$ cat src/rtl/thermo_ramp_encoder.sv
// thermo_ramp_encoder
// Accepts a binary target level and slews an internal level register toward
// it by at most STEP per clock, presenting the level as a thermometer code.
// done pulses for one cycle when the level reaches the target.
// Optional build macro THERMO_PEAK_HOLD_EN adds a peak-hold register with
// input peak_clr and output peak (thermometer code of the highest level seen).
module thermo_ramp_encoder #(
    parameter int K    = 3,
    parameter int W    = 7,
    parameter int STEP = 1
) (
    input  logic         clk,
    input  logic         rst_n,
    input  logic         in_valid,
    output logic         in_ready,
    input  logic [K-1:0] a,
`ifdef THERMO_PEAK_HOLD_EN
    input  logic         peak_clr,
    output logic [W-1:0] peak,
`endif
    output logic [W-1:0] q,
    output logic [K-1:0] level,
    output logic         busy,
    output logic         done
);

    typedef enum logic [1:0] {
        IDLE      = 2'd0,
        RAMP_UP   = 2'd1,
        RAMP_DOWN = 2'd2
    } state_t;

    // Step size in the one-bit-wider arithmetic domain and in the level domain.
    localparam logic [K:0]   STEP_X = (K+1)'(STEP);
    localparam logic [K-1:0] STEP_K = K'(STEP);

    state_t       state, state_nx;
    logic [K-1:0] target, target_nx;
    logic [K-1:0] level_nx;
    logic         done_nx;

    logic [K:0]   up_sum;
    logic [K:0]   dn_floor;
    logic [K-1:0] up_lvl;
    logic [K-1:0] dn_lvl;

    // Thermometer code: bit i is set exactly when i is below the level.
    function automatic logic [W-1:0] therm(input logic [K-1:0] lvl);
        logic [W-1:0] t;
        t = '0;
        for (int i = 0; i < W; i++) begin
            t[i] = (i < int'(lvl));
        end
        return t;
    endfunction

    // Clamped one-step moves toward the target; compares are done one bit
    // wider so level+STEP and target+STEP can never wrap.
    always_comb begin
        up_sum   = {1'b0, level} + STEP_X;
        dn_floor = {1'b0, target} + STEP_X;
        up_lvl   = (up_sum >= {1'b0, target}) ? target : level + STEP_K;
        dn_lvl   = ({1'b0, level} < dn_floor) ? target : level - STEP_K;
    end

    // Next-state logic: accept a target in IDLE, otherwise step toward it.
    always_comb begin
        state_nx  = state;
        level_nx  = level;
        target_nx = target;
        done_nx   = 1'b0;
        case (state)
            IDLE: begin
                if (in_valid) begin
                    target_nx = a;
                    if (a > level) begin
                        state_nx = RAMP_UP;
                    end else if (a < level) begin
                        state_nx = RAMP_DOWN;
                    end else begin
                        done_nx = 1'b1;
                    end
                end
            end
            RAMP_UP: begin
                level_nx = up_lvl;
                if (up_lvl == target) begin
                    state_nx = IDLE;
                    done_nx  = 1'b1;
                end
            end
            RAMP_DOWN: begin
                level_nx = dn_lvl;
                if (dn_lvl == target) begin
                    state_nx = IDLE;
                    done_nx  = 1'b1;
                end
            end
            default: begin
                state_nx = IDLE;
            end
        endcase
    end

    // State, level, target and done registers; reset aborts any ramp.
    always_ff @(posedge clk or negedge rst_n) begin
        if (!rst_n) begin
            state  <= IDLE;
            level  <= '0;
            target <= '0;
            done   <= 1'b0;
        end else begin
            state  <= state_nx;
            level  <= level_nx;
            target <= target_nx;
            done   <= done_nx;
        end
    end

    assign q        = therm(level);
    assign in_ready = (state == IDLE);
    assign busy     = ~in_ready;

`ifdef THERMO_PEAK_HOLD_EN
    logic [K-1:0] peak_lvl;

    // Track the highest level; a clear reloads it with the post-edge level.
    always_ff @(posedge clk or negedge rst_n) begin
        if (!rst_n) begin
            peak_lvl <= '0;
        end else if (peak_clr) begin
            peak_lvl <= level_nx;
        end else if (level_nx > peak_lvl) begin
            peak_lvl <= level_nx;
        end
    end

    assign peak = therm(peak_lvl);
`endif

endmodule
$ cat config.mk
export PLATFORM = sky130hd
export DESIGN_NAME = thermo_ramp_encoder
export DESIGN_NICKNAME = d
export VERILOG_FILES = /design/src/rtl/thermo_ramp_encoder.sv
export SDC_FILE = /design/constraint.sdc
export NUM_CORES = 1
export LEC_CHECK = 0
export BUFFER_PORTS_ARGS = -buffer_cell sky130_fd_sc_hd__buf_2
export CAP_MARGIN = 20
export CELL_PAD_IN_SITES_DETAIL_PLACEMENT = 1
export CELL_PAD_IN_SITES_GLOBAL_PLACEMENT = 1
export CORE_MARGIN = 3
export CORE_UTILIZATION = 43
export CTS_CLUSTER_SIZE = 14
export DETAILED_ROUTE_END_ITERATION = 7
export GPL_TIMING_DRIVEN = 0
export PLACE_DENSITY = 0.89
export SETUP_SLACK_MARGIN = 0.2
export SLEW_MARGIN = 20
export SYNTH_ARGS = -nofsm -noshare
export SYNTH_HDL_FRONTEND = slang
export SYNTH_SLANG_ARGS = --single-unit
$ cat constraint.sdc
create_clock -name clk -period 7.9 [get_ports clk]
set_clock_uncertainty 0.05 [all_clocks]
set_input_delay 1.185 -clock clk [delete_from_list [all_inputs] [get_ports clk]]
set_output_delay 1.185 -clock clk [all_outputs]
set_load 0.1 [all_outputs]
==> flow_summary.json <==
{
  "maximum_fanout_along_the_worst_path": 7,
  "final_max_slew_viol_count": 0,
  "ctsHoldBuffers": 0,
  "finalNetCount": 160,
  "synth_area_per_cell_um2": 8.46,
  "ys_seq_elements": 9,
  "cap_violations": 0,
  "worst_ep_arrival_time_ps": 1770,
  "first_global_vias": 927,
  "area_growth_syn_to_layout_pct": 15.7,
  "tightest_pin_transition_ps": 521,
  "synth_edf_count": 0,
  "critical_path.reg2reg.startpoint": "level[0]",
  "timing.final.hold_violations": 0,
  "outcome": "completed",
  "sum_of_met2_wire_segment_lengths_after_detailed_routing_um": 1270,
  "cts_setup_buffers": 0,
  "route.antenna.remaining_nets": 0,
  "die_h_um": 53.4,
  "holdCritPathClass": "reg2reg",
  "synth_flop_cell": "sky130_fd_sc_hd__dfrtp_1",
  "period_minus_ws_final_ps": 3000,
  "most-common-layout-cells": "sky130_fd_sc_hd__buf_2, sky130_fd_sc_hd__ha_1, sky130_fd_sc_hd__inv_1, sky130_fd_sc_hd__o21ai_0, sky130_fd_sc_hd__dfrtp_1",
  "wl_um": 2410,
  "globalRoute.totalOverflow": 0,
  "vias": 884,
  "leading_cell_type_in_the_layout_fill_and_taps_excluded": "sky130_fd_sc_hd__buf_2",
  "final_estimated_routing_congestion_in_global_placement": 0.821,
  "end_kind": "output port",
  "avgViaCountPerCell": 5.42,
  "async_reset_ff_frac": 1.00,
  "clockRootBuffer": "sky130_fd_sc_hd__clkbuf_4",
  "clk_latency_ps": 270,
  "postPlaceCellArea_um2": 1090,
  "htree_levels": 1,
  "crit_type": "reg2out",
  "cts_inserted_buffers": 3,
  "worst_setup_path_start_kind": "register",
  "number_of_placement_rows": 16,
  "grt_max_degree": 12,
  "wl_met1_um": 1040,
  "die-area_um2": 2850,
  "antennaDiodeCount": 0,
  "setup_viol": 0,
  "grt_setup_unrepaired": "no",
  "port_buffers": 18,
  "drive_above_1_share": 0.243,
  "drt_iter0_drc": 5,
  "io_pins": 19,
  "clock_path_buffers": 2,
  "synth_cell_types": 35,
  "initial_utilization": 0.472,
  "drt_first_pass_iters": 5,
  "fin_crit_sh": 0.380,
  "final.setup.tns_ps": 0,
  "post-route-cell-area_um2": 1120,
  "worst_slew_margin_rel": 0.650,
  "synth.cell_area_um2": 965,
  "worstSetupStartpoint": "level[1]",
  "highest_layer": "met4",
  "gr_util_all_layers": 0.197,
  "dp_hpwl_um": 2010,
  "worst-endpoint-required_ps": 6660,
  "die_width_um": 53.4,
  "grt_antenna_before_repair": 0,
  "clock-sinks": 9,
  "detailroute.wirelength.met3_um": 82,
  "synth_sequential_area_ratio": 0.233,
  "post_cts_resize_count": 0,
  "wl_per_instance_um": 14.8,
  "syn-instance-count": 114,
  "clk_pin_slew_worst_paths_ps": 70,
  "drt_drc_violations_left": 0,
  "timing.hold.worst.start": "state[1]",
  "fmax_mhz": 333,
  "mappedNetlistNets": 137,
  "floorplan.core_area_um2": 2040,
  "yosys_warnings": 0,
  "grt_first_pass_wirelength_um": 4140,
  "tritoncts": "built"
}
## Yosys cell counts, types with 2 or more instances
cell type	count	area share
sky130_fd_sc_hd__buf_2	2	0.010
sky130_fd_sc_hd__nand3_1	3	0.016
sky130_fd_sc_hd__a21oi_1	4	0.021
sky130_fd_sc_hd__inv_1	16	0.062
sky130_fd_sc_hd__a211oi_1	2	0.016
sky130_fd_sc_hd__nor2_1	8	0.031
sky130_fd_sc_hd__ha_1	17	0.22
sky130_fd_sc_hd__mux2_2	2	0.023
sky130_fd_sc_hd__nor3b_1	2	0.016
sky130_fd_sc_hd__dfrtp_1	9	0.23
sky130_fd_sc_hd__nor3_1	2	0.010
sky130_fd_sc_hd__o21ai_0	10	0.052
sky130_fd_sc_hd__nand2_1	7	0.027
sky130_fd_sc_hd__nor2b_1	2	0.013
sky130_fd_sc_hd__a31oi_1	3	0.019
sky130_fd_sc_hd__xor2_1	3	0.027
sky130_fd_sc_hd__xnor2_1	4	0.036
## area by class of cell
cell class                      count  area (um2)
Fill cell                         269         926
Multi-Input combinational cell     86         662
Sequential cell                     9         225
Timing Repair Buffer               18        90.1
Inverter                           16        60.1
Tap cell                           27        33.8
Clock buffer                        3        22.5
Buffer                              3        17.5
Clock inverter                      1        5.00
## critical path, stage by stage (launching register included)
cell	delay, ps
sky130_fd_sc_hd__dfrtp_1	490
sky130_fd_sc_hd__inv_1	190
sky130_fd_sc_hd__ha_1	220
sky130_fd_sc_hd__o21ai_0	150
sky130_fd_sc_hd__buf_2	440
## stage by stage
step | std cells | hold slack, ps | utilization | setup slack, ps
4_1_cts | 163 | 537 | 0.547 | 4880
5_1_grt | 163 | 559 | 0.547 | 4770
3_3_place_gp | 159 | 507 | 0.533 | 5020
2_1_floorplan | 114 | 484 | - | 3070
3_5_place_dp | 159 | 521 | 0.533 | 4960
6_report | 163 | 534 | 0.547 | 4900
## per-layer routing
layer,up-vias,track usage
li1,440,-
met1,419,0.236
met5,-,0
met2,21,0.359
met4,0,0.0383
met3,4,0.0338
## state kept, by name (all words and copies together), names as in the netlist
register / flops
target: 3
state: 2
level: 3
done: 1
## path summary, 6_finish.rpt
kind | endpoint | slack [ps] | cells past startpoint
worst min-delay path | state[1] | 530 | 1
max in group asynchronous | done | 6910 | 1
worst max register to register | state[1] | 5000 | 8
worst min register to register | state[1] | 530 | 1
worst max-delay path | q[1] | 4900 | 4
min in group asynchronous | state[0] | 710 | 1
## cells by family (layout without fill, tap and decap cells)
logic type | Yosys count | after routing | synth area share
xor gates and xnor gates | 7 | 7 | 0.0636
buffers and inverters | 19 | 41 | 0.0804
AOI/OAI and AO/OA | 30 | 30 | 0.213
and+or+nand+nor | 28 | 28 | 0.140
muxes | 4 | 4 | 0.0493
adders and majority gates | 17 | 17 | 0.220
DFF | 9 | 9 | 0.233
Power is not shown: default switching activity piles up to over one toggle a cycle in this logic, so the estimate is an artifact.
